### src/rtl/quad_pkg.sv
// Shared types and constants for the quadrature emulator.
package quad_pkg;

   localparam int unsigned MIN_PHASE_DEFAULT = 64;

   typedef enum logic {
      IDLE = 1'b0,
      RUN  = 1'b1
   } state_e;

   // Encoding is {A, B} so the phase register drives the outputs directly.
   typedef enum logic [1:0] {
      P00 = 2'b00,
      P10 = 2'b10,
      P11 = 2'b11,
      P01 = 2'b01
   } phase_e;

   function automatic logic [15:0] clamp_len(input logic [15:0] len,
                                             input logic [15:0] min_len);
      return (len < min_len) ? min_len : len;
   endfunction

endpackage

### src/rtl/quad_emulator_if.sv
// Command / status bundle between a host and the quadrature emulator.
interface quad_emulator_if #(
   parameter int unsigned WIDTH = 16
);
   logic [WIDTH-1:0] target;
   logic             target_valid;
   logic [15:0]      phase_len;
   logic             stop;
   logic             outA;
   logic             outB;
   logic             outZ;
   logic [WIDTH-1:0] position;
   logic             busy;
   logic             dir;

   modport master (
      output target, target_valid, phase_len, stop,
      input  outA, outB, outZ, position, busy, dir
   );

   modport slave (
      input  target, target_valid, phase_len, stop,
      output outA, outB, outZ, position, busy, dir
   );
endinterface

### src/rtl/quad_phase_timer.sv
// Phase duration counter: one done pulse every len clocks once started.
module quad_phase_timer (
   input  logic        clk,
   input  logic        reset,
   input  logic        start_i,
   input  logic        halt_i,
   input  logic [15:0] len_i,
   output logic        done_o
);
   logic [15:0] len_q;
   logic [15:0] cnt_q;
   logic        run_q;

   assign done_o = run_q && (cnt_q == '0);

   // Length is captured at start and reused for every phase until the next start.
   always_ff @(posedge clk or posedge reset) begin
      if (reset) begin
         len_q <= '0;
         cnt_q <= '0;
         run_q <= 1'b0;
      end else if (start_i) begin
         len_q <= len_i;
         cnt_q <= len_i - 16'd1;
         run_q <= 1'b1;
      end else if (halt_i) begin
         cnt_q <= '0;
         run_q <= 1'b0;
      end else if (run_q) begin
         cnt_q <= (cnt_q == '0) ? len_q - 16'd1 : cnt_q - 16'd1;
      end
   end
endmodule

### src/rtl/quad_emulator.sv
// Quadrature encoder emulator: steps A/B towards a target position, one count per 4-phase cycle.
module quad_emulator
   import quad_pkg::*;
#(
   parameter int unsigned MIN_PHASE = MIN_PHASE_DEFAULT,
   parameter int unsigned WIDTH     = 16
) (
   input logic            clk,
   input logic            reset,
   quad_emulator_if.slave bus
);
   localparam logic [WIDTH-1:0] ONE = WIDTH'(1);

   state_e           state_q, state_d;
   phase_e           ph_q, ph_d;
   logic [WIDTH-1:0] pos_q, pos_d;
   logic [WIDTH-1:0] tgt_q, tgt_d;
   logic             dir_q, dir_d;
   logic             z_q, z_d;
   logic             stop_q, stop_d;
   logic [WIDTH-1:0] diff;
   logic [15:0]      len_clamped;
   logic [1:0]       ab;
   logic             stop_seen;
   logic             a_rise;
   logic             tmr_start, tmr_halt, tmr_done;

   assign len_clamped = clamp_len(bus.phase_len, 16'(MIN_PHASE));
   assign diff        = tgt_q - pos_q;
   assign stop_seen   = stop_q | bus.stop;
   assign ab          = ph_q;

   assign bus.outA     = ab[1];
   assign bus.outB     = ab[0];
   assign bus.outZ     = z_q;
   assign bus.position = pos_q;
   assign bus.busy     = (state_q == RUN);
   assign bus.dir      = dir_q;

   quad_phase_timer u_timer (
      .clk     (clk),
      .reset   (reset),
      .start_i (tmr_start),
      .halt_i  (tmr_halt),
      .len_i   (len_clamped),
      .done_o  (tmr_done)
   );

   // State and output registers.
   always_ff @(posedge clk or posedge reset) begin
      if (reset) begin
         state_q <= IDLE;
         ph_q    <= P00;
         pos_q   <= '0;
         tgt_q   <= '0;
         dir_q   <= 1'b0;
         z_q     <= 1'b0;
         stop_q  <= 1'b0;
      end else begin
         state_q <= state_d;
         ph_q    <= ph_d;
         pos_q   <= pos_d;
         tgt_q   <= tgt_d;
         dir_q   <= dir_d;
         z_q     <= z_d;
         stop_q  <= stop_d;
      end
   end

   // Next-state: cycle start decisions, phase stepping, counting on A rising.
   always_comb begin
      state_d   = state_q;
      ph_d      = ph_q;
      pos_d     = pos_q;
      tgt_d     = tgt_q;
      dir_d     = dir_q;
      z_d       = z_q;
      stop_d    = stop_q | bus.stop;
      a_rise    = 1'b0;
      tmr_start = 1'b0;
      tmr_halt  = 1'b0;

      if (bus.target_valid) tgt_d = bus.target;

      unique case (state_q)
         IDLE: begin
            if (stop_seen) begin
               tgt_d  = pos_q;
               stop_d = 1'b0;
            end else if (pos_q != tgt_q) begin
               state_d   = RUN;
               dir_d     = diff[WIDTH-1];
               tmr_start = 1'b1;
            end
         end
         RUN: begin
            if (tmr_done) begin
               unique case (ph_q)
                  P00: if (dir_q) ph_d = P01; else begin ph_d = P10; a_rise = 1'b1; end
                  P10: if (dir_q) ph_d = P00; else ph_d = P11;
                  P11: if (dir_q) ph_d = P10; else ph_d = P01;
                  P01: if (dir_q) begin ph_d = P11; a_rise = 1'b1; end else ph_d = P00;
               endcase
               if (a_rise) begin
                  pos_d = dir_q ? pos_q - ONE : pos_q + ONE;
                  if (pos_d == '0) z_d = 1'b1;
               end
               // Back at AB=00: either finish (target reached or stop) or start the next cycle.
               if (ph_d == P00) begin
                  z_d = 1'b0;
                  if (stop_seen || (pos_q == tgt_q)) begin
                     state_d  = IDLE;
                     tmr_halt = 1'b1;
                     stop_d   = 1'b0;
                     if (stop_seen) tgt_d = pos_q;
                  end else begin
                     dir_d     = diff[WIDTH-1];
                     tmr_start = 1'b1;
                  end
               end
            end
         end
      endcase
   end
endmodule

### src/flat_wrapper.sv
// flat-port wrapper written by rule: the top's interface ports become plain ports
module quad_emulator_flat import quad_pkg::*;
#(
   parameter int unsigned MIN_PHASE = MIN_PHASE_DEFAULT,
   parameter int unsigned WIDTH     = 16
)
  (clk, reset, bus_target, bus_target_valid, bus_phase_len, bus_stop, bus_outA, bus_outB, bus_outZ, bus_position, bus_busy, bus_dir);
  quad_emulator_if #(.WIDTH(WIDTH)) bus_i ();
  input logic clk;
  input logic reset;
  input wire logic [$bits(bus_i.target)-1:0] bus_target;
  input wire logic [$bits(bus_i.target_valid)-1:0] bus_target_valid;
  input wire logic [$bits(bus_i.phase_len)-1:0] bus_phase_len;
  input wire logic [$bits(bus_i.stop)-1:0] bus_stop;
  output wire logic [$bits(bus_i.outA)-1:0] bus_outA;
  output wire logic [$bits(bus_i.outB)-1:0] bus_outB;
  output wire logic [$bits(bus_i.outZ)-1:0] bus_outZ;
  output wire logic [$bits(bus_i.position)-1:0] bus_position;
  output wire logic [$bits(bus_i.busy)-1:0] bus_busy;
  output wire logic [$bits(bus_i.dir)-1:0] bus_dir;
  assign bus_i.target = bus_target;
  assign bus_i.target_valid = bus_target_valid;
  assign bus_i.phase_len = bus_phase_len;
  assign bus_i.stop = bus_stop;
  assign bus_outA = bus_i.outA;
  assign bus_outB = bus_i.outB;
  assign bus_outZ = bus_i.outZ;
  assign bus_position = bus_i.position;
  assign bus_busy = bus_i.busy;
  assign bus_dir = bus_i.dir;
  quad_emulator #(.MIN_PHASE(MIN_PHASE), .WIDTH(WIDTH)) u_core (.clk(clk), .reset(reset), .bus(bus_i));
endmodule
### config.mk
export PLATFORM = sky130hd
export DESIGN_NAME = quad_emulator_flat
export DESIGN_NICKNAME = d
export VERILOG_FILES = /design/src/rtl/quad_pkg.sv /design/src/rtl/quad_emulator_if.sv /design/src/rtl/quad_phase_timer.sv /design/src/rtl/quad_emulator.sv /design/src/flat_wrapper.sv
export SDC_FILE = /design/constraint.sdc
export NUM_CORES = 1
export LEC_CHECK = 0
export CAP_MARGIN = 20
export CORE_MARGIN = 4
export CORE_UTILIZATION = 35
export CTS_CLUSTER_DIAMETER = 150
export DETAILED_ROUTE_END_ITERATION = 7
export HOLD_SLACK_MARGIN = 0.15
export PLACE_DENSITY = 0.61
export SLEW_MARGIN = 40
export SYNTH_ARGS = -nofsm -noshare
export SYNTH_HDL_FRONTEND = slang
export SYNTH_SLANG_ARGS = --single-unit
### constraint.sdc
create_clock -name clk -period 2.8 [get_ports clk]
set_input_delay 0.56 -clock clk [delete_from_list [all_inputs] [get_ports clk]]
set_output_delay 0.56 -clock clk [all_outputs]
set_load 0.03 [all_outputs]
* Yosys cells after proc, flatten, opt, wreduce, memory -nomap -nowiden
Index checks and enable logic that the tools add are counted.
Storage, ports and cells: flip-flop bits (word level) 71, input bits 36, word-level logic and storage cells 95
Cells by class: $add $sub $neg 6, order comparisons 1, equal/unequal tests 10, multiplexer cells 52, bitwise operators 2, reductions and logical operators 14
Operators with widths (count):
- 2-to-1 mux 16 bit | 11
- subtractor 16 x 1 -> 16 bit, second input constant | 4
- logical NOT 16 bit | 2
- one-hot mux 16 bit (2 select lines) | 1
- 2-to-1 mux 1 bit | 28
- adder 16 x 1 -> 16 bit, second input constant | 1
- == test 16 bit | 1
- < comparator 16 x 7 -> 1 bit, second input constant | 1
- != test 16 bit | 1
- subtractor 16 bit | 1
- 2-to-1 mux 2 bit | 6
- one-hot mux 1 bit (2 select lines) | 5
- != test 2 bit, second input constant | 4
- one-hot mux 2 bit (4 select lines) | 1
- nonzero test 2 bit | 3
- AND reduction 5 bit | 1
- == test 2 bit, second input constant | 2
- logical NOT 2 bit | 2
- AND reduction 4 bit | 1
- AND reduction 3 bit | 1
- nonzero test 3 bit | 1
- == test 2 x 1 -> 1 bit, second input constant | 1
- != test 2 x 1 -> 1 bit, second input constant | 1
- AND reduction 2 bit | 1
- other kinds (4) | 4

* Logic depth before layout (Yosys ltp)
depth in word-level cells 10, depth in mapped cells 14, gate-level depth less buffers 11

* Cells and area by module
A second synthesis with hierarchy kept.
Unflattened totals: cell total of the unflattened synthesis 609, area, all modules 5372.7 µm²
By module, submodules not included:
- quad_emulator | times used 1, cells each 336, area each 2895.3 µm², sequential area each 950.9 µm²
- quad_phase_timer | times used 1, cells each 273, area each 2477.4 µm², sequential area each 825.8 µm²

* Worst setup path before layout
Ideal clock, no wire load.
kind register to register, start register u_core.u_timer.cnt_q[2], end register u_core.u_timer.cnt_q[8], arrival 2987 ps, required time 2674 ps, setup slack -313 ps, stages on the path, launching flop included 15, path buffers 3, clock period less this slack 3113 ps, cell sequence dfrtp_1 nor4_4 nand2b_1 clkbuf_1 nor2_2 buf_2 a21oi_1 ha_1 nor3b_1 o31ai_4 or2_1 clkbuf_1 o311ai_0 a21oi_1 a311o_1
On the way: word-level cells in the longest chain between the ends 6, elaborated cells between the ends (all ways) 12
RTL lines:
- start: declaration | RTL line quad_phase_timer.sv:11 | logic [15:0] cnt_q;
- start signal: assignment | RTL line quad_phase_timer.sv:24 | cnt_q <= len_i - 16'd1;
- start signal: assignment | RTL line quad_phase_timer.sv:30 | cnt_q <= (cnt_q == '0) ? len_q - 16'd1 : cnt_q - 16'd1;
- branches (longest 6 deep; another with subtractor 16 x 1 -> 16 bit)
Several ways; the timed one is not identified. The select of a mux whose other input is x is not followed. A chain may end at the register's enable or synchronous reset.

* Final worst setup path
start register u_core.dir_q, in the netlist u_core.bus.dir, end register u_core.z_q, in the netlist u_core.bus.outZ
On the way: word-level cells in the longest chain between the ends 7, elaborated cells between the ends (all ways) 19
RTL lines:
- start: declaration | RTL line quad_emulator.sv:18 | logic dir_q, dir_d;
- start signal: assignment | RTL line quad_emulator.sv:64 | dir_q <= dir_d;
- 2-to-1 mux 2 bit (on tied branches)
- one-hot mux 2 bit (4 select lines) | RTL line quad_emulator.sv:98 | unique case (ph_q)
- 2-to-1 mux 2 bit | RTL line quad_emulator.sv:97 | if (tmr_done) begin
- 2-to-1 mux 2 bit | RTL line quad_emulator.sv:85 | unique case (state_q)
- logical NOT 2 bit | RTL line quad_emulator.sv:109 | if (ph_d == P00) begin
- nonzero test 2 bit (no line)
- AND reduction 4 bit (no line)
- end signal: assignment | RTL line quad_emulator.sv:65 | z_q <= z_d;
- end: declaration | RTL line quad_emulator.sv:19 | logic z_q, z_d;
Parallel ways exist; a longest one is shown, timed or not. The select of a mux whose other input is x is not followed.

==> metrics.md <==
| Metric | Value |
|---|---|
| Status | finished clean |
| Metal-1 WL | between 7 and 8 mm |
| Area of the mapped netlist | a little over 0.005 mm^2 |
| GP Congestion | between 0.9 and 1 |
| Top_reg_cell synth | dfrtp_1 |
| Worst-Skew Late Latency | between 0.3 and 0.4 ns |
| Mux share of post-synthesis cell area | approximately 4.4% |
| RSZ-0062 raised after global routing | yes |
| Overflow after GRT | 0 |
| Required @ worst endpoint | about 3 ns |
| Vias | 5,153 |
| Adder-cell area share of the yosys netlist | just over 8% |
| WL met2 | 8.047 mm |
| Post-DP Area | 0.006675 mm^2 |
| Final hold violation count | 0 |
| Syn Inst Count | between 500 and 600 |
| Pre-CTS WS | -0.5126 ns |
| Floorplan die width | between 100 and 150 um |
| Largest family of logic cells by synthesized area | compound AO/OA/AOI/OAI gates |
| Share of post-route cells with drive strength above 1 | approximately 25% |
| Yosys warnings | 0 |
| Sw power | 0.0006064 W |
| Post-Syn Area per Cell | between 8 and 9 um^2 |
| Post-synthesis xor/xnor area fraction | around 6% |
| Largest net degree at the start of global routing | 38 |
| P&R area growth vs syn | 41.46% |
| Pwr Total | 0.002502 W |
| CTS max path bufs | 2 |
| Sequential share of the synthesized area | approximately a third |
| Pins Over Slew Limit | 0 |
| # IOs | 57 |
| DRC Markers | 0 |
| Setup CP Type | reg2reg |
| Post-layout net count | a little over 800 |
| Post-synth net total | roughly 660 |
| Gr usage total | approximately 20% |
| Crit. End Element | flip-flop |
| Antenna Nets Post-Route | 0 |
| Yosys cell types | 75 |
| Max VDD drop | 299.6 uV |
| H-tree lvl count | 3 |
| Arr. time, crit path | approximately 3.0 ns |
| Clk pwr share | between 40% and 50% |
| First-pass GRT wire length | approximately 26 mm |
| Initial DRT Pass Iterations | 7 |
| Max_cap viols | 0 |
| Via density | roughly 5.5 |
| DR WL met3 | 787 um |
| Final instance area | ~0.0073 mm^2 |
| Total CTS buffers | 9 |
| Register bit total from synthesis | just over 70 |
| Int Pwr | around 0.0019 W |
| Fmax | approximately 360 MHz |
| Total wire length | 16.39 mm |
| # diodes | 0 |
| HPWL after DPL | approximately 12 mm |
| PortBufs | 56 |
| Switch share | about a quarter |
| Worst-path clk slew | ~0.06 ns |
| Initial Util | between 30% and 40% |
| Minimum clock period | approximately 2.7 ns |
| Post-synth EDFFs | 0 |
| FILL cells | 1,368 |
| Vias in the first global route | slightly above 5,000 |
| Final worst-path cycle share | between 90% and 100% |
| CTS tree | built |
| Final setup viols | 0 |
| Relative slew margins | ~65% |
| Worst-path maximum fanout | 3 |
| Skew final | between 0.008 and 0.009 ns |
| Compound-Gate Fraction of Synth Area | around 22% |
| FF-to-FF setup slack | around 0.056 ns |
| Top layer in use | met4 |
| Asr flop ratio synth | 100.0% |
| Row Count | 44 |
| Core Box Area | about 0.014 mm^2 |
| Pwr Density | ~340 mW/mm^2 |
| 1st-iter DRT viols | about 350 |
| Clk root buf | clkbuf_16 |
| Min Hold Slack | 0.5245 ns |
| CP Launch Type | flip-flop |
| Clock tree sinks | just over 70 |
| Hold WC Path Type | reg2reg |
| Pin slew with the least headroom to its limit | ~0.53 ns |
| Multi-input logic area | approximately 0.0035 mm^2 |
| Seq. cell area | 0.001779 mm^2 |
| Simple-Gate Fraction of Synth Area | a little over a fifth |
| Setup TNS | 0 ns |
| Wire per inst | ~18 um |
| Die Y | around 130 um |
| Setup ws final | between 0.05 and 0.06 ns |
| Logic gate share of total power | 10.0% |
| Reg power frac | 42.6% |
| Die ar. | roughly 0.017 mm^2 |
| P_leak | around 3.2 nW |
| Initial antenna violation count | 0 |
[routing by layer]
layer  up-vias  track usage, %
li1       2470               -
met4         0           6.733
met5         -               0
met1      2498           24.73
met2       155           33.51
met3        30           4.658
[path summary, 6_finish.rpt]
check,from,depth (start not counted),to
max,u_core.bus.dir,9,u_core.bus.outZ
min,u_core.u_timer.len_q[15],2,u_core.u_timer.len_q[15]
max reg2reg,u_core.bus.dir,9,u_core.bus.outZ
min reg2reg,u_core.u_timer.len_q[15],2,u_core.u_timer.len_q[15]
max in group asynchronous,reset,3,u_core.bus.position[10]
min in group asynchronous,reset,2,u_core.tgt_q[3]
[placed cells by master, fill, tap and decap left out, types with 4 or more instances in the layout]
cell             netlist  routed
o21ai_0               47      43
nand3_1               10      10
xnor2_1               20      20
nor3b_1                5       4
buf_4                  3     104
ha_4                   0       8
xor2_1                15      15
o21bai_1               4       4
ha_1                  32      23
a211oi_1               9       7
a31oi_1                9       8
mux2i_1               17      17
or3_1                  5       5
nand4_1                4       4
a21oi_1               33      30
o31ai_1                6       6
dfrtp_1               71      69
dlymetal6s2s_1         0       4
nor4_1                 6       5
o211ai_1               6       6
a211o_1                4       4
mux2_2                 5       5
nand2_1               95      92
a21o_1                12      12
clkdlybuf4s50_1        0      49
nor2_1                31      31
clkbuf_16              0       9
and3_1                 8       7
inv_1                 21      20
nor3_1                14      12
nor2b_1                6       5
o21ai_2                0       4
buf_12                 0       4
[layout make-up]
class / count / area share, %
clock inverters: 3 / 0.5841
flip-flops and latches: 71 / 24.43
multi-input cells: 475 / 47.50
clock buffers: 13 / 3.436
repair buffers: 165 / 19.81
well taps: 184 / 3.161
inverters: 21 / 1.082
[kinds of logic (layout without fill, tap and decap cells)]
kind of cell    count (synthesis)  after routing
buf+inv                        47            202
fa+ha+maj                      33             33
flops                          71             71
xor+xnor                       35             35
compound gates                168            168
simple gates                  217            217
mux                            22             22
[power by group through the flow]
stage	clock network (W)	logic, W	registers [W]
after global placement	0	0.000240	0.00108
after global routing	0.00125	0.000276	0.00107
final	0.00119	0.000250	0.00107
after detailed placement	0	0.000246	0.00109
after floorplan	0	0.000117	0.00108
after CTS	0.00121	0.000252	0.00107
[what timing repair did]
| action | 4_1_cts | 5_1_grt |
|---|---|---|
| endpoints found under the setup margin | 6 | 10 |
| pin swaps | 12 | 20 |
| buffers inserted | 2 | 2 |
| hold buffers | 0 | 0 |
| endpoints found under the hold margin | 0 | 0 |
| gates resized for setup | 28 | 37 |
[state kept, by name, indices dropped and copies added (netlist names)]
register,flops
u_core.bus.position,16
u_core.tgt_q,16
u_core.u_timer.cnt_q,16
u_core.u_timer.len_q,16
u_core.ab,2
u_core.bus.busy,1
u_core.bus.dir,1
u_core.bus.outZ,1
u_core.stop_q,1
u_core.u_timer.run_q,1
[synth_stat cells, types with 4 or more instances]
library cell  count  area share, %
a211oi_1          9            1.3
o21ai_0          47            4.6
nor3_1           14            1.4
o21bai_1          4           0.58
nor4_1            6           0.73
nor2_1           31            2.3
a31oi_1           9            1.1
o31ai_1           6           0.87
or3_1             5           0.61
nand4_1           4           0.49
a21o_1           12            1.7
and3_1            8           0.97
nor2b_1           6           0.73
or4_1             4           0.58
a211o_1           4           0.68
nor3b_1           5           0.73
xnor2_1          20            3.4
nand3_1          10           0.97
a21oi_1          33            3.2
xor2_1           15            2.6
dfrtp_1          71             35
inv_1            21            1.5
ha_1             32            7.8
mux2i_1          17            3.3
clkbuf_1         16            1.2
nand2_1          95            6.9
buf_2             6           0.58
mux2_2            5            1.1
o211ai_1          6           0.87
[metrics by stage]
step / cells / util, %
detailed placement: 913 / 46.10
floorplan: 593 / -
global route: 932 / 50.30
finish: 932 / 50.30
CTS: 931 / 49.01
global placement: 913 / 46.10
[worst max-delay path, stage by stage, from the launching register on]
cell and delay (ns):
dfrtp_2 0.44, buf_4 0.17, ha_4 0.25, a21o_1 0.17, a21oi_2 0.15, xor2_1 0.25, or4bb_4 0.59, nor4b_4 0.24
nand4b_1 0.16, o31ai_1 0.24
(Power assumes the default switching activity.)
